--- src/rtl/vector_pkg.sv ---
// Shared opcodes, SEW encodings, FSM states and word-count helper
// for the vector PE element-loop sequencer.
package vector_pkg;

    localparam logic [7:0] OP_VADD  = 8'h00;
    localparam logic [7:0] OP_VMUL  = 8'h01;
    localparam logic [7:0] OP_VDOT  = 8'h02;
    localparam logic [7:0] OP_VARP0 = 8'h03;
    localparam logic [7:0] OP_VARP1 = 8'h04;
    localparam logic [7:0] OP_VARP2 = 8'h05;

    localparam logic [9:0] SEW_8  = 10'd8;
    localparam logic [9:0] SEW_16 = 10'd16;
    localparam logic [9:0] SEW_32 = 10'd32;

    typedef enum logic [2:0] {
        S_IDLE,
        S_READ,
        S_CAPT,
        S_ISSUE,
        S_WAIT,
        S_WRITE,
        S_DONE
    } seq_state_e;

    // Words touched after clamping vl to VLMAX; 0 for unsupported SEW.
    function automatic int unsigned vec_words(
        input logic [9:0]  sew,
        input logic [7:0]  vl,
        input int unsigned vlen
    );
        int unsigned vlmax;
        int unsigned vlc;
        int unsigned bits;
        case (sew)
            SEW_8:   vlmax = vlen >> 3;
            SEW_16:  vlmax = vlen >> 4;
            SEW_32:  vlmax = vlen >> 5;
            default: vlmax = 0;
        endcase
        vlc  = (32'(vl) > vlmax) ? vlmax : 32'(vl);
        bits = vlc * 32'(sew);
        return (bits + 31) >> 5;
    endfunction

endpackage

--- src/rtl/vec_word_count.sv ---
// SEW legality check and clamped word count for one vector command.
module vec_word_count
    import vector_pkg::*;
#(
    parameter int VLEN   = 128,
    parameter int WIDX_W = 2
) (
    input  logic [9:0]      sew_i,
    input  logic [7:0]      vl_i,
    output logic [WIDX_W:0] n_o,
    output logic            sew_illegal_o
);

    always_comb begin
        sew_illegal_o = 1'b1;
        unique case (sew_i)
            SEW_8, SEW_16, SEW_32: sew_illegal_o = 1'b0;
            default: ;
        endcase
        n_o = '0;
        if (!sew_illegal_o)
            n_o = (WIDX_W+1)'(vec_words(sew_i, vl_i, VLEN));
    end

endmodule

--- src/rtl/vector_pe_sequencer.sv ---
// Element-loop controller: reads VRF word pairs, drives the PE one
// word at a time and writes each PE result back to vd.
module vector_pe_sequencer
    import vector_pkg::*;
#(
    parameter int VLEN       = 128,
    parameter int WIDX_W     = 2,
    parameter int PE_TIMEOUT = 255
) (
    input  logic               clk,
    input  logic               resetn,
    input  logic               cmd_valid,
    output logic               cmd_ready,
    input  logic [7:0]         cmd_instr,
    input  logic [4:0]         cmd_vs1,
    input  logic [4:0]         cmd_vs2,
    input  logic [4:0]         cmd_vd,
    input  logic [7:0]         cmd_vl,
    input  logic [9:0]         cmd_sew,
    input  logic [3:0]         cmd_vap,
    output logic               rf_ren,
    output logic [5+WIDX_W-1:0] rf_raddr1,
    output logic [5+WIDX_W-1:0] rf_raddr2,
    output logic [5+WIDX_W-1:0] rf_raddr3,
    input  logic [31:0]        rf_rdata1,
    input  logic [31:0]        rf_rdata2,
    input  logic [31:0]        rf_rdata3,
    output logic               rf_wen,
    output logic [5+WIDX_W-1:0] rf_waddr,
    output logic [31:0]        rf_wdata,
    output logic [7:0]         pe_instruction,
    output logic               pe_start,
    output logic [31:0]        pe_opA,
    output logic [31:0]        pe_opB,
    output logic [31:0]        pe_opC,
    output logic [9:0]         pe_SEW,
    output logic [3:0]         pe_vap,
    input  logic               pe_done,
    input  logic [31:0]        pe_out,
    output logic               seq_busy,
    output logic               seq_done,
    output logic               seq_err
);

    localparam int TMO_W = $clog2(PE_TIMEOUT + 1);

    seq_state_e state_q, state_d;
    logic [WIDX_W-1:0] widx_q, widx_d;
    logic [WIDX_W:0]   n_q, n_d;
    logic              err_q, err_d;
    logic [TMO_W-1:0]  tmo_q, tmo_d;
    logic [7:0]        instr_q, instr_d;
    logic [4:0]        vs1_q, vs1_d;
    logic [4:0]        vs2_q, vs2_d;
    logic [4:0]        vd_q, vd_d;
    logic [9:0]        sew_q, sew_d;
    logic [3:0]        vap_q, vap_d;
    logic [31:0]       opa_q, opa_d;
    logic [31:0]       opb_q, opb_d;
    logic [31:0]       opc_q, opc_d;
    logic [31:0]       wdata_q, wdata_d;

    logic [WIDX_W:0]   wc_n;
    logic              wc_ill;

    vec_word_count #(
        .VLEN   (VLEN),
        .WIDX_W (WIDX_W)
    ) u_wc (
        .sew_i         (cmd_sew),
        .vl_i          (cmd_vl),
        .n_o           (wc_n),
        .sew_illegal_o (wc_ill)
    );

    always_comb begin
        state_d = state_q;
        widx_d  = widx_q;
        n_d     = n_q;
        err_d   = err_q;
        tmo_d   = tmo_q;
        instr_d = instr_q;
        vs1_d   = vs1_q;
        vs2_d   = vs2_q;
        vd_d    = vd_q;
        sew_d   = sew_q;
        vap_d   = vap_q;
        opa_d   = opa_q;
        opb_d   = opb_q;
        opc_d   = opc_q;
        wdata_d = wdata_q;
        unique case (state_q)
            S_IDLE: begin
                if (cmd_valid) begin
                    instr_d = cmd_instr;
                    vs1_d   = cmd_vs1;
                    vs2_d   = cmd_vs2;
                    vd_d    = cmd_vd;
                    sew_d   = cmd_sew;
                    vap_d   = cmd_vap;
                    widx_d  = '0;
                    tmo_d   = '0;
                    n_d     = wc_n;
                    err_d   = wc_ill;
                    state_d = (wc_ill || wc_n == '0) ? S_DONE : S_READ;
                end
            end
            S_READ: state_d = S_CAPT;
            S_CAPT: begin
                opa_d   = rf_rdata1;
                opb_d   = rf_rdata2;
                opc_d   = rf_rdata3;
                state_d = S_ISSUE;
            end
            S_ISSUE: begin
                tmo_d   = '0;
                state_d = S_WAIT;
            end
            // pe_done may still be high from the previous word; it is
            // only honoured here, after this word's start pulse.
            S_WAIT: begin
                if (pe_done) begin
                    wdata_d = pe_out;
                    state_d = S_WRITE;
                end else if (tmo_q == TMO_W'(PE_TIMEOUT - 1)) begin
                    err_d   = 1'b1;
                    state_d = S_DONE;
                end else begin
                    tmo_d = tmo_q + 1'b1;
                end
            end
            S_WRITE: begin
                widx_d = widx_q + 1'b1;
                if ({1'b0, widx_q} + 1'b1 == n_q)
                    state_d = S_DONE;
                else
                    state_d = S_READ;
            end
            S_DONE: state_d = S_IDLE;
            default: state_d = S_IDLE;
        endcase
    end

    always_ff @(posedge clk or negedge resetn) begin
        if (!resetn) begin
            state_q <= S_IDLE;
            widx_q  <= '0;
            n_q     <= '0;
            err_q   <= 1'b0;
            tmo_q   <= '0;
            instr_q <= '0;
            vs1_q   <= '0;
            vs2_q   <= '0;
            vd_q    <= '0;
            sew_q   <= '0;
            vap_q   <= '0;
            opa_q   <= '0;
            opb_q   <= '0;
            opc_q   <= '0;
            wdata_q <= '0;
        end else begin
            state_q <= state_d;
            widx_q  <= widx_d;
            n_q     <= n_d;
            err_q   <= err_d;
            tmo_q   <= tmo_d;
            instr_q <= instr_d;
            vs1_q   <= vs1_d;
            vs2_q   <= vs2_d;
            vd_q    <= vd_d;
            sew_q   <= sew_d;
            vap_q   <= vap_d;
            opa_q   <= opa_d;
            opb_q   <= opb_d;
            opc_q   <= opc_d;
            wdata_q <= wdata_d;
        end
    end

    assign cmd_ready      = (state_q == S_IDLE);
    assign rf_ren         = (state_q == S_READ);
    assign pe_start       = (state_q == S_ISSUE);
    assign rf_wen         = (state_q == S_WRITE);
    assign seq_done       = (state_q == S_DONE);
    assign seq_err        = seq_done & err_q;
    assign seq_busy       = (state_q != S_IDLE) && (state_q != S_DONE);
    assign rf_raddr1      = {vs1_q, widx_q};
    assign rf_raddr2      = {vs2_q, widx_q};
    assign rf_raddr3      = {vd_q, widx_q};
    assign rf_waddr       = {vd_q, widx_q};
    assign rf_wdata       = wdata_q;
    assign pe_instruction = instr_q;
    assign pe_SEW         = sew_q;
    assign pe_vap         = vap_q;
    assign pe_opA         = opa_q;
    assign pe_opB         = opb_q;
    assign pe_opC         = opc_q;

endmodule

--- config.mk ---
export PLATFORM = sky130hd
export DESIGN_NAME = vector_pe_sequencer
export DESIGN_NICKNAME = d
export VERILOG_FILES = /design/src/rtl/vector_pkg.sv /design/src/rtl/vec_word_count.sv /design/src/rtl/vector_pe_sequencer.sv
export SDC_FILE = /design/constraint.sdc
export NUM_CORES = 1
export LEC_CHECK = 0
export BUFFER_PORTS_ARGS = -buffer_cell sky130_fd_sc_hd__buf_2
export CAP_MARGIN = 40
export CORE_MARGIN = 5
export CORE_UTILIZATION = 40
export DETAILED_ROUTE_END_ITERATION = 8
export PLACE_DENSITY = 0.66
export SLEW_MARGIN = 20
export SYNTH_ARGS = -nofsm -noshare
export SYNTH_HDL_FRONTEND = slang
export SYNTH_SLANG_ARGS = --single-unit
--- constraint.sdc ---
create_clock -name clk -period 2.6 [get_ports clk]
set_input_delay 0.13 -clock clk [delete_from_list [all_inputs] [get_ports clk]]
set_output_delay 0.13 -clock clk [all_outputs]
set_load 0.01 [all_outputs]
## Word level (Yosys, flattened, before mapping)

Index checks and enable logic that the tools add are counted.

| storage, ports and cells | value |
|---|---|
| flip-flop bits (word level) | 182 |
| input port bits | 177 |
| output and inout bits | 185 |
| word-level logic and storage cells | 75 |

| cells by class | value |
|---|---|
| $add $sub $neg | 4 |
| multipliers | 1 |
| magnitude comparators | 1 |
| equal/unequal tests | 17 |
| muxes and demuxes | 21 |
| bitwise logic cells | 1 |
| reduce and logical (&&, ||, !) cells | 15 |

Operators by type and width:

| cell | count |
|---|---|
| two-way mux 32 bit | 2 |
| greater-than comparator 8 x 32 -> 1 bit | 1 |
| multiplier 32 x 10 -> 8 bit | 1 |
| two-way mux 8 bit | 3 |
| one-hot mux 8 bit (3 select lines) | 1 |
| two-way mux 3 bit | 6 |
| one-hot mux 3 bit (6 select lines) | 1 |
| one-hot mux 5 bit (3 select lines) | 1 |
| == test 10 x 4 -> 1 bit, second input constant | 1 |
| == test 10 x 5 -> 1 bit, second input constant | 1 |
| == test 10 x 6 -> 1 bit, second input constant | 1 |
| == test 3 bit, second input constant | 3 |
| adder 8 x 1 -> 8 bit, second input constant | 1 |
| adder 8 x 5 -> 8 bit, second input constant | 1 |
| == test 8 bit, second input constant | 1 |
| != test 2 bit, second input constant | 4 |
| AND reduction 2 bit | 4 |
| AND reduction 4 bit | 2 |
| == test 3 x 2 -> 1 bit, second input constant | 2 |
| logical NOT 3 bit | 2 |
| != test 3 bit, second input constant | 2 |
| nonzero test 3 bit | 2 |
| two-way mux 1 bit | 4 |
| one-hot mux 2 bit (2 select lines) | 1 |
| 11 further kinds | 12 |

## Depth between registers and ports, before layout

Gate-level depths: netlist (run 1).

| depth | value |
|---|---|
| depth in word-level cells | 13 |
| mapped depth | 27 |
| gate-level depth less buffers | 27 |

## Hierarchy

From an unflattened synthesis (run 1), not the netlist that was laid out.

| second synthesis, totals | value |
|---|---|
| cells, all modules | 612 |
| area, all modules | 8,344.3 µm² |

Modules (own cells, without submodules):

| module | times used | cells each | area an instance (µm²) | seq. area each (µm²) |
|---|---|---|---|---|
| vector_pe_sequencer | 1 | 467 | 7,211.9 | 4,554.4 |
| vec_word_count | 1 | 145 | 1,132.3 | 0.0 |

## Least setup slack after synthesis (run 1)

No wires, ideal clock.

| timing | value |
|---|---|
| path kind | in2reg |
| from | input port cmd_sew[4] |
| to | register state_q[1] |
| setup time | 0.124 ns |
| data arrival time | 5.991 ns |
| data required time | 2.476 ns |
| path slack | -3.515 ns |
| cell stages on the path | 26 |
| path buffers | 1 |
| path through | clkbuf_1 nor3b_1 nand2_1 ha_1 nor2b_1 o21a_2 o21a_1 nor2_1 a21o_1 nand2_1 fa_1 inv_1 ha_1 fa_1 inv_1 fa_1 inv_1 ha_1 nand2_1 nor3_1 and3_4 a2111oi_4 nor4_1 o211a_2 o31a_1 o31a_1 |

| between the ends | value |
|---|---|
| longest elaborated chain between the ends | 13 |
| elaborated cells on any way between the ends | 17 |
| classes of those cells | add/sub (1); mul (1); order compare (1); eq/ne (3); mux (8); reduce/logical (3) |

RTL lines:

| what | RTL line | text |
|---|---|---|
| start, declared | vector_pe_sequencer.sv:19 | `input logic [9:0] cmd_sew,` |
| == test 10 x 6 -> 1 bit, or another cell as far along | vector_pkg.sv:35, vec_word_count.sv:16 |  |
| one-hot mux 5 bit (3 select lines) | vector_pkg.sv:35 | `case (sew)` |
| two-way mux 32 bit | vec_word_count.sv:21 | `if (!sew_illegal_o)` |
| greater-than comparator 8 x 32 -> 1 bit | vector_pkg.sv:41 | `vlc = (32'(vl) > vlmax) ? vlmax : 32'(vl);` |
| two-way mux 32 bit | vector_pkg.sv:41 |  |
| multiplier 32 x 10 -> 8 bit | vector_pkg.sv:42 | `bits = vlc * 32'(sew);` |
| adder 8 x 5 -> 8 bit | vector_pkg.sv:43 | `return (bits + 31) >> 5;` |
| two-way mux 3 bit | vec_word_count.sv:21 |  |
| logical NOT 3 bit | vector_pe_sequencer.sv:105 | `state_d = (wc_ill \|\| wc_n == '0) ? S_DONE : S_READ;` |
| logical OR 1 bit (*) | vector_pe_sequencer.sv:105 |  |
| two-way mux 3 bit (*) | vector_pe_sequencer.sv:105 |  |
| two-way mux 3 bit (*) | vector_pe_sequencer.sv:94 | `if (cmd_valid) begin` |
| one-hot mux 3 bit (6 select lines) (*) | vector_pe_sequencer.sv:92 | `unique case (state_q)` |
| end signal, assigned | vector_pe_sequencer.sv:162 | `state_q <= state_d;` |
| end, declared | vector_pe_sequencer.sv:47 | `seq_state_e state_q, state_d;` |

Mark *: on every way between the ends. The rest lies on a longest branch, timed or not. The select of a mux whose other input is x is not followed.
A chain may end at the register's enable or synchronous reset.

## Final worst setup path (run 1)

| timing | value |
|---|---|
| from | input port cmd_sew[2] |
| to | register state_q[1] |

Same word-level chain as after synthesis.

==> results_dict.tcl, run 1 <==
set metrics [dict create \
    clock_skew_ns 0.01163 \
    cellPowerDensity_nw_per_um2 993.7 \
    cts-root-buf "clkbuf_16" \
    syn_area_um2 8499 \
    yosys-top-cells-area "dfrtp_1 (54%), mux2_2 (22%), fa_1 (3.3%)" \
    tightest_slew_ns 0.8338 \
    ys_warn_count 0 \
    path_class "input pin to register" \
    hold_class "input pin to register" \
    p_leak_nw 6.556 \
    clk_latency_ns 0.42 \
    yosys.area_share.adder_pct 6.536 \
    violations "negative setup slack" \
    yosysTopAreaCell "dfrtp_1" \
    critPathMaxFanout 5 \
    coreArea_um2 20960 \
    final_cell_mix "buf_2 (358), dfrtp_1 (182), mux2_2 (165)" \
    yosys.area_share.simple_pct 7.684 \
    wl_per_cell_um 17.48 \
    grt_pass1_wl_um 41420 \
    port_buffers 361 \
    grt.total_usage_pct 21.49 \
    status "finished with violations" \
    areaGrowthSynthToFinish_pct 60.67 \
    ys_types 57 \
    cp.required_ns 2.92 \
    slew_viol_final 0 \
    layout_setup_ws_ns -2.848 \
    synthArstFlopShare_pct 100.0 \
    initial_core_util_pct 40.56 \
    fmax_mhz 183.6 \
    slowest_delay_ns 0.52 \
    clock-sinks 182 \
    rsz0062_at_grt "true" \
    cts_tree "yes" \
    layout_commonest_cell "buf_2" \
    power_mw 13.57 \
    antenna_found_initial 2 \
    muxShareOfSynthArea_pct 21.99 \
    drt-initial-drc-count 208 \
    via_per_inst 4.869 \
    path_clk_slew_ns 0.07 \
    synth_xor_area_share_pct 1.855 \
    die_w_um 155.8 \
    numCtsBuffers 17 \
    maxCapViolations 0 \
    period_needed_ns 5.448 \
    design_area_um2 13660 \
    end_kind "register" \
    critPathLaunchType "input pin" \
    utilization_pct 65.17 \
    ctsHtreeMaxLevel 4 \
    grt_max_degree 75 \
    holdWs_ns 0.08349 \
    die_h_um 155.8 \
    cts_max_path_buffers 2 \
    synth_compound_area_share_pct 4.843 \
    ys.flop_type "dfrtp_1" \
    syn_area_per_cell_um2 13.22 \
    ios 362 \
    timing.final.crit_share_pct 209.5 \
    first_pass_iters 4 \
    slowest_stage "fa_1" \
    drive_gt1_share_pct 56.32 \
    ys_seq_elements 182 \
    slew_headroom_pct 43.82 \
    placedInstanceArea_um2 11240 \
    ir_worst_vdd_mv 0.6296 \
    rows 53 \
    finalHoldViolations 0 \
    fin_nets 1434 \
    setup_tns_ns -14.97 \
    synth_edf_count 0 \
    synth-seq-area-share_pct 53.58 \
    drc 0 \
    gp_congestion 0.8464 \
    dp_hpwl_um 18590 \
    synth_top_family_by_area "multiplexers" \
    synth_cells 643 \
    die-area_um2 24260 \
    grt.overflow.total 0 \
    ant_nets 0 \
    grt_pass1_vias 7952 \
    synth_top_area_share_pct 53.58 \
    num_vias 7367 \
    setup_violations 6 \
    finalWirelength_um 26450 \
    arrival_ns 5.76 \
]
-- critical path, delay by kind of cell --
kind	cells	cell delay, ns
AOI/OAI and AO/OA	7	1.52
buffers and inverters	4	0.25
adders and majority gates	6	2.27
and+or+nand+nor	9	1.58
-- path summary, 6_finish.rpt --
path / cells past startpoint / endpoint / slack [ns] / from
max: 26 / state_q[1]$_DFFE_PN0P_ / -2.85 / cmd_sew[2]
max reg2reg: 9 / err_q$_DFFE_PN0P_ / 0.30 / tmo_q[0]$_DFFE_PN0P_
min: 3 / pe_SEW[7]$_DFFE_PN0P_ / 0.08 / cmd_sew[7]
min in group asynchronous: 2 / pe_opB[21]$_DFFE_PN0P_ / 0.31 / resetn
max in group asynchronous: 3 / rf_wdata[9]$_DFFE_PN0P_ / 1.49 / resetn
min reg2reg: 1 / tmo_q[7]$_DFFE_PN0P_ / 0.49 / tmo_q[7]$_DFFE_PN0P_
-- cells by family (layout without fill, tap and decap cells) --
family,Yosys count,after routing
xor gates and xnor gates,16,16
adders and majority gates,36,36
muxes,166,166
DFF,182,182
and+or+nand+nor,118,118
AOI/OAI and AO/OA,58,58
other,1,7
buffers and inverters,66,655
-- metrics by stage --
| step | setup WS (ns) | instances |
|---|---|---|
| 2_1_floorplan | -3.056 | 645 |
| 3_3_place_gp | -3.279 | 1313 |
| 3_5_place_dp | -3.402 | 1313 |
| 4_1_cts | -2.853 | 1507 |
| 5_1_grt | -3.090 | 1512 |
| 6_report | -2.848 | 1513 |
-- sequential cells by signal, summed over array words and instances, names as in the netlist --
name / count
state_q: 3
tmo_q: 8
pe_instruction: 8
err_q: 1
vd_q: 5
pe_opA: 32
pe_vap: 4
vs1_q: 5
vs2_q: 5
pe_opB: 32
pe_SEW: 10
rf_wdata: 32
widx_q: 2
n_q: 3
pe_opC: 32
-- routing by layer --
metal | wire [um] | global-route usage [%] | vias to the layer above
li1 | - | - | 3396
met5 | 0 | 0 | -
met1 | 9779 | 24.37 | 3669
met3 | 1672 | 6.297 | 59
met4 | 884 | 8.837 | 0
met2 | 14110 | 37.98 | 243
-- cell usage after synthesis, drive strengths merged, types with 3 or more instances --
library cell / count
mux2: 166
a21oi: 8
o31ai: 9
nand3: 12
fa: 14
xnor2: 11
nand2: 32
or3: 3
nor2b: 5
nor3: 11
o21a: 3
nand4: 4
nand2b: 3
dfrtp: 182
nor2: 17
xor2: 4
ha: 22
nor4: 4
o21ai: 17
buf: 18
clkbuf: 17
and2: 12
a31oi: 3
o31a: 3
inv: 31
and3: 10
-- report_power, final --
group,internal [mW],switching (mW),total (mW)
sequential,4.21,0.770,4.98
clock,1.51,1.26,2.77
combinational,3.00,2.82,5.82
total,8.72,4.85,13.6
-- repair_timing --
| item | CTS | global route |
|---|---|---|
| pin swaps | 11 | 19 |
| setup endpoints to repair | 6 | 6 |
| hold buffers | 159 | 0 |
| gates resized for setup | 14 | 10 |
| setup buffers | 3 | 2 |
| endpoints found under the hold margin | 229 | 0 |
-- cell type report --
cell class	count	area [um^2]
fill	1614	7300
sequential	182	4554
timing repair buffer	592	4015
multi-input combinational	397	3968
clock buffer	18	439.2
tap	275	344.1
clock inverter	14	209.0
inverter	31	116.4
antenna	4	10.01
Note: power is estimated with default switching activity, not from simulation.
==> run 2: changes to the inputs <==
PLACE_DENSITY = unset   (was 0.66)
PLACE_DENSITY_LB_ADDON = 0.2   (was unset)
SYNTH_HIERARCHICAL = 1   (was unset)
==> run 2 against run 1 <==
  * The run still ends with negative setup slack left
  * Sequential power is essentially flat
  * Sequential share of layout area grew 1.8 points
  * Setup slack lost 0.096 ns
  * Cell area shrank 5.0%
  * Register-to-register slack gained 0.25 ns
  * Synthesized cell count shrank 4.8%
  * Clock-buffer cell count is the same
  * Non-clock buffer count shrank 29
  * Wire length shrank 4.4%
  * Clock skew is essentially flat
  * First-iteration DRC count grew 1.4%
  * Core utilization shrank 1.5 points
  * Critical path type unchanged
  * Largest cell class unchanged
  * Largest power group unchanged
==> results_dict.tcl, run 2 <==
set metrics [dict create \
    fin_nets 1372 \
    syn_area_per_cell_um2 13.63 \
    synth_cells 612 \
    cts_tree "yes" \
    slowest_delay_ns 0.51 \
    ctsHtreeMaxLevel 4 \
    wl_per_cell_um 17.55 \
    ant_nets 0 \
    reg2reg_from "state_q[0]$_DFFE_PN0P_" \
    ios 362 \
    synth_edf_count 0 \
    die_h_um 154.4 \
    rows 52 \
    timing.final.crit_share_pct 213.2 \
    p_clk_share_pct 19.6 \
    setup_tns_ns -16.51 \
    status "finished with violations" \
    ys_warn_count 6 \
    grt_max_degree 69 \
    yosys-top-cells-area "dfrtp_1 (55%), mux2_2 (21%), fa_1 (3.4%)" \
    synth_top_area_share_pct 54.58 \
    grt_pass1_wl_um 40030 \
    slowest_stage "fa_1" \
    hold_class "input pin to register" \
    p_comb_share_pct 43.1 \
    grt.total_usage_pct 21.07 \
    ff2ff_setup_slack_ns 0.55 \
    design_area_um2 12970 \
    ys_seq_elements 182 \
    p_leak_nw 6.301 \
    seq_power_share_pct 37.2 \
    synth-seq-area-share_pct 54.58 \
    grt.overflow.total 0 \
    tightest_slew_ns 0.6388 \
    reg2reg_depth 4 \
    drt-initial-drc-count 211 \
    cellInternalPower_mw 8.631 \
    end_kind "register" \
    placedInstanceArea_um2 10660 \
    drive_gt1_share_pct 53.03 \
    path_clk_slew_ns 0.07 \
    clk_latency_ns 0.42 \
    port_buffers 361 \
    setup_violations 6 \
    maxCapViolations 0 \
    clock_skew_ns 0.01205 \
    ys.flop_type "dfrtp_1" \
    first_pass_iters 4 \
    yosysMostFrequentCell "dfrtp_1" \
    cts-root-buf "clkbuf_16" \
    path_class "input pin to register" \
    synthArstFlopShare_pct 100.0 \
    areaGrowthSynthToFinish_pct 55.42 \
    violations "negative setup slack" \
    critPathLaunchType "input pin" \
    period_needed_ns 5.544 \
    finalWirelength_um 25290 \
    gp_congestion 0.8211 \
    via_per_inst 4.743 \
    finalHoldViolations 0 \
    slew_viol_final 0 \
    hold_end "pe_SEW[9]$_DFFE_PN0P_" \
    coreArea_um2 20360 \
    syn_area_um2 8344 \
    numCtsBuffers 17 \
    rsz0062_at_grt "true" \
    cp.required_ns 2.89 \
    grt_pass1_vias 7559 \
    final_cell_mix "buf_2 (358), dfrtp_1 (182), dlygate4sd3_1 (158)" \
    critPathMaxFanout 5 \
    synth_top_cells_by_count "dfrtp_1 (182), mux2_2 (153), nand2_1 (36)" \
    n_antenna_cell 0 \
    die_w_um 154.4 \
    dp_hpwl_um 17530 \
    drc 0 \
    fmax_mhz 180.4 \
    cts_max_path_buffers 2 \
    clock-sinks 182 \
    die-area_um2 23850 \
    cellPowerDensity_nw_per_um2 1034 \
    power.switching_mw 4.782 \
    worst_path_most_repeated_cell "fa_1" \
    ir_worst_vdd_mv 0.5847 \
    slew_headroom_pct 57.41 \
    ys_types 48 \
    min_path_cells 2 \
    yosysTopAreaCell "dfrtp_1" \
    layout_setup_ws_ns -2.944 \
    fillers 1529 \
    arrival_ns 5.83 \
    antenna_found_initial 0 \
    layout_commonest_cell "buf_2" \
    initial_core_util_pct 40.97 \
    rr_endpoint "pe_opC[19]$_DFFE_PN0N_" \
    num_vias 6835 \
    hp-start "cmd_sew[9]" \
    swShare_pct 35.65 \
]
==> run 2: what timing repair did <==
action                                  in CTS  in global routing
resized for setup                           13                 10
hold buffers                               158                  0
endpoints found under the hold margin      223                  0
setup buffers                                3                  3
pin swaps                                   10                 17
endpoints found under the setup margin       6                  6
==> run 2: cells by family after synthesis <==
family / count (synthesis) / share of synthesized area (%)
and+or+nand+nor: 103 / 6.433
AOI/OAI and AO/OA: 35 / 2.699
buffers and inverters: 66 / 4.513
other: 1 / 0.04494
DFF: 182 / 54.58
xor gates and xnor gates: 20 / 2.264
adders and majority gates: 36 / 6.658
muxes: 169 / 22.81
==> run 2: power by group through the flow <==
stage	logic, mW	registers [mW]	clock network (mW)
2_1_floorplan	2.69	5.59	0
3_3_place_gp	5.52	4.96	0
3_5_place_dp	5.58	5.00	0
4_1_cts	5.79	4.96	2.71
5_1_grt	6.23	5.18	2.83
6_report	5.79	4.99	2.63
==> run 2: critical path, delay by kind of cell <==
family	cells	cell delay, ns
and+or+nand+nor	12	1.42
adders and majority gates	6	2.28
AOI/OAI and AO/OA	7	1.31
buffers and inverters	5	0.46
xor gates and xnor gates	1	0.22
==> run 2: layout make-up <==
| class | count | area, um^2 | area share, % |
|---|---|---|---|
| Tap cell | 270 | 337.8 | 2.605 |
| Timing Repair Buffer | 563 | 3804 | 29.33 |
| Clock inverter | 13 | 160.2 | 1.235 |
| Inverter | 29 | 108.9 | 0.8394 |
| Sequential cell | 182 | 4554 | 35.12 |
| Clock buffer | 18 | 439.2 | 3.386 |
| Multi-Input combinational cell | 366 | 3565 | 27.49 |
==> run 2: through the flow <==
stage | hold slack (ns) | instances | setup slack (ns) | util (%) | power [mW]
2_1_floorplan | -0.1656 | 614 | -3.076 | - | 8.273
3_3_place_gp | 0.1901 | 1246 | -3.482 | 52.35 | 10.47
3_5_place_dp | 0.1868 | 1246 | -3.584 | 52.35 | 10.58
4_1_cts | 0.01303 | 1438 | -2.924 | 63.41 | 13.46
5_1_grt | 0.02429 | 1441 | -3.222 | 63.68 | 14.24
6_report | 0.04450 | 1441 | -2.944 | 63.68 | 13.41
==> run 2: worst max-delay path by stage <==
stage,from,to,slack (ns)
2_1_floorplan,cmd_sew[0],state_q[2]$_DFFE_PN0P_,-3.08
3_3_place_gp,cmd_sew[0],state_q[1]$_DFFE_PN0P_,-3.48
3_5_place_dp,cmd_sew[0],state_q[2]$_DFFE_PN0P_,-3.58
4_1_cts,cmd_sew[0],state_q[2]$_DFFE_PN0P_,-2.92
5_1_grt,cmd_sew[0],state_q[2]$_DFFE_PN0P_,-3.22
6_report,cmd_sew[0],state_q[2]$_DFFE_PN0P_,-2.94
==> run 2: per-layer routing <==
layer | part of all wire (%) | GRT usage, % | vias to the layer above
met1 | 38 | 23.96 | 3330
met5 | 0 | 0 | -
li1 | - | - | 3192
met4 | 3.5 | 8.579 | 0
met3 | 6.9 | 6.203 | 60
met2 | 52 | 37.13 | 253
==> run 3: changes to the inputs <==
ABC_AREA = 1   (was unset)
CORE_UTILIZATION = 41   (was 40)
==> run 3 against run 2 <==
  * The run still ends with negative setup slack left
  * Core utilization is 3.0 points higher
  * Area after synthesis grew 4.4%
  * Clock-buffer cell count shrank 1
  * Synthesized cell count up 44%
  * Cell count rose by 22%
  * Clock skew down 0.0014 ns
  * Total power is 1.5% higher
  * Sequential power decreased by 1%
  * Wire length increased by 21%
  * Sequential cell count stayed put
  * Via count up 24%
  * Largest power group unchanged
==> results_dict.tcl, run 3 <==
set metrics [dict create \
    cts_max_path_buffers 2 \
    clock_skew_ns 0.01068 \
    hold_end "pe_instruction[5]$_DFFE_PN0P_" \
    violations "negative setup slack" \
    end_kind "register" \
    ios 362 \
    slowest_delay_ns 0.27 \
    power.switching_mw 5.414 \
    slowest_stage "ha_4" \
    timing.final.crit_share_pct 185.6 \
    critPathMaxFanout 5 \
    design_area_um2 13970 \
    areaGrowthSynthToFinish_pct 60.37 \
    reg2reg_depth 7 \
    rsz0062_at_grt "true" \
    min_path_cells 3 \
    holdWs_ns 0.06709 \
    ctsHtreeMaxLevel 4 \
    syn_area_per_cell_um2 9.879 \
    place_inst 1528 \
    p_leak_nw 7.354 \
    synth_top_area_share_pct 52.27 \
    grt.total_usage_pct 24.18 \
    finalWirelength_um 30700 \
    drc 0 \
    hold_class "input pin to register" \
    ir_worst_vdd_mv 0.4385 \
    initial_core_util_pct 41.58 \
    cts_tree "yes" \
    ys_types 33 \
    drt-initial-drc-count 450 \
    rr_endpoint "err_q$_DFFE_PN0P_" \
    fin_cells 1763 \
    wl_per_cell_um 17.41 \
    port_buffers 361 \
    cellInternalPower_mw 8.199 \
    seq_power_share_pct 36.3 \
    cp.required_ns 2.89 \
    coreArea_um2 20960 \
    first_pass_iters 5 \
    die_w_um 155.8 \
    clk_latency_ns 0.43 \
    period_needed_ns 4.826 \
    maxCapViolations 0 \
    die_h_um 155.8 \
    syn_area_um2 8713 \
    layout_commonest_cell "buf_2" \
    fin_nets 1684 \
    grt_pass1_vias 8538 \
    cellPowerDensity_nw_per_um2 974.2 \
    clock-sinks 182 \
    p_comb_share_pct 44.3 \
    ys_seq_elements 182 \
    tightest_slew_ns 0.6366 \
    cts-root-buf "clkbuf_16" \
    grt.overflow.total 0 \
    dp_hpwl_um 20020 \
    numCtsBuffers 17 \
    swShare_pct 39.77 \
    setup_violations 6 \
    slew_headroom_pct 57.41 \
    synth_cells 882 \
    slew_viol_final 0 \
    fillers 1584 \
    setup_tns_ns -11.90 \
    yosys-top-cells-area "dfrtp_1 (52%), nand2_1 (10%), mux2_2 (10%)" \
    ys_warn_count 6 \
    path_class "input pin to register" \
    drive_gt1_share_pct 43.94 \
    synth-seq-area-share_pct 52.27 \
    finalHoldViolations 0 \
    critPathLaunchType "input pin" \
    synth_top_cells_by_count "nand2_1 (238), dfrtp_1 (182), nand3_1 (104)" \
    rows 53 \
    yosysTopAreaCell "dfrtp_1" \
    final_cell_mix "buf_2 (354), nand2_1 (220), dfrtp_1 (182)" \
    hp-start "cmd_valid" \
    synthArstFlopShare_pct 100.0 \
    grt_max_degree 69 \
    power_mw 13.61 \
    p_clk_share_pct 19.3 \
    fmax_mhz 207.2 \
    reg2reg_from "state_q[0]$_DFFE_PN0P_" \
    path_clk_slew_ns 0.07 \
    ff2ff_setup_slack_ns 0.74 \
    utilization_pct 66.68 \
    ys.flop_type "dfrtp_1" \
    arrival_ns 5.12 \
    die-area_um2 24270 \
    grt_pass1_wl_um 46620 \
    place_ws_ns -2.748 \
    antenna_found_initial 3 \
    yosysMostFrequentCell "nand2_1" \
    layout_setup_ws_ns -2.226 \
    gp_congestion 0.8623 \
    synth_edf_count 0 \
    worst_path_most_repeated_cell "buf_4" \
    num_vias 8484 \
    placedInstanceArea_um2 11190 \
    ant_nets 0 \
    via_per_inst 4.812 \
    status "finished with violations" \
]
==> run 3: changes by cell type in the layout (fill, tap and decap cells not counted), sizes merged, moves of 11 or more <==
cell	before	now
and2	12	1
inv	35	88
mux2	169	96
nand2	36	248
buf	405	454
nor2	19	46
nand3	6	107
==> run 3: cell type report <==
class / count / area, um^2 / share of cell area [%]
Timing Repair Buffer: 612 / 4212 / 30.14
Clock buffer: 17 / 425.4 / 3.044
Sequential cell: 182 / 4554 / 32.59
Clock inverter: 15 / 192.7 / 1.379
Tap cell: 275 / 344.1 / 2.462
Inverter: 81 / 309.0 / 2.212
Antenna cell: 4 / 10.01 / 0.07163
Multi-Input combinational cell: 577 / 3926 / 28.10
==> run 3: worst max-delay path, delay by kind of cell <==
kind	cells	cell delay, ns
simple gates	24	1.77
buf+inv	24	2.82
fa+ha+maj	1	0.27
compound gates	1	0.11
==> run 3: cells by family after synthesis <==
group | count (synthesis) | share of synthesized area (%)
simple gates | 412 | 20.35
compound gates | 22 | 1.350
fa+ha+maj | 36 | 6.376
flops | 182 | 52.27
buf+inv | 125 | 6.404
xor+xnor | 8 | 0.8042
mux | 96 | 12.41
other cells | 1 | 0.04304
==> run 3: routing by layer <==
| layer | part of all wire [%] | track usage, % | wire length (um) |
|---|---|---|---|
| met2 | 52 | 42.91 | 15890 |
| met5 | 0.042 | 0 | 13 |
| met4 | 4.3 | 10.00 | 1313 |
| met3 | 6.0 | 5.659 | 1831 |
| met1 | 38 | 28.11 | 11650 |
==> run 3: repair_timing <==
action | CTS | global route
hold buffers | 158 | 0
buffers inserted | 37 | 6
pin swaps | 29 | 26
endpoints found under the hold margin | 217 | 0
resized for setup | 31 | 44
setup endpoints to repair | 6 | 6
==> run 3: worst max-delay path by stage <==
stage                     startpoint                endpoint  slack, ns
after floorplan           cmd_sew[6]  state_q[2]$_DFFE_PN0P_      -2.27
after global placement    cmd_sew[9]  state_q[2]$_DFFE_PN0P_      -2.67
after detailed placement  cmd_sew[9]  state_q[2]$_DFFE_PN0P_      -2.75
after CTS                 cmd_sew[8]  state_q[2]$_DFFE_PN0P_      -2.09
after global routing      cmd_sew[7]  state_q[2]$_DFFE_PN0P_      -2.52
final                     cmd_sew[3]  state_q[2]$_DFFE_PN0P_      -2.23
==> run 3: power by group through the flow <==
stage	Clock (mW)	Sequential [mW]	Combinational, mW
2_1_floorplan	0	5.51	2.69
3_3_place_gp	0	4.86	5.60
3_5_place_dp	0	4.92	5.70
4_1_cts	2.70	4.87	5.95
5_1_grt	2.80	5.10	6.56
6_report	2.63	4.94	6.04
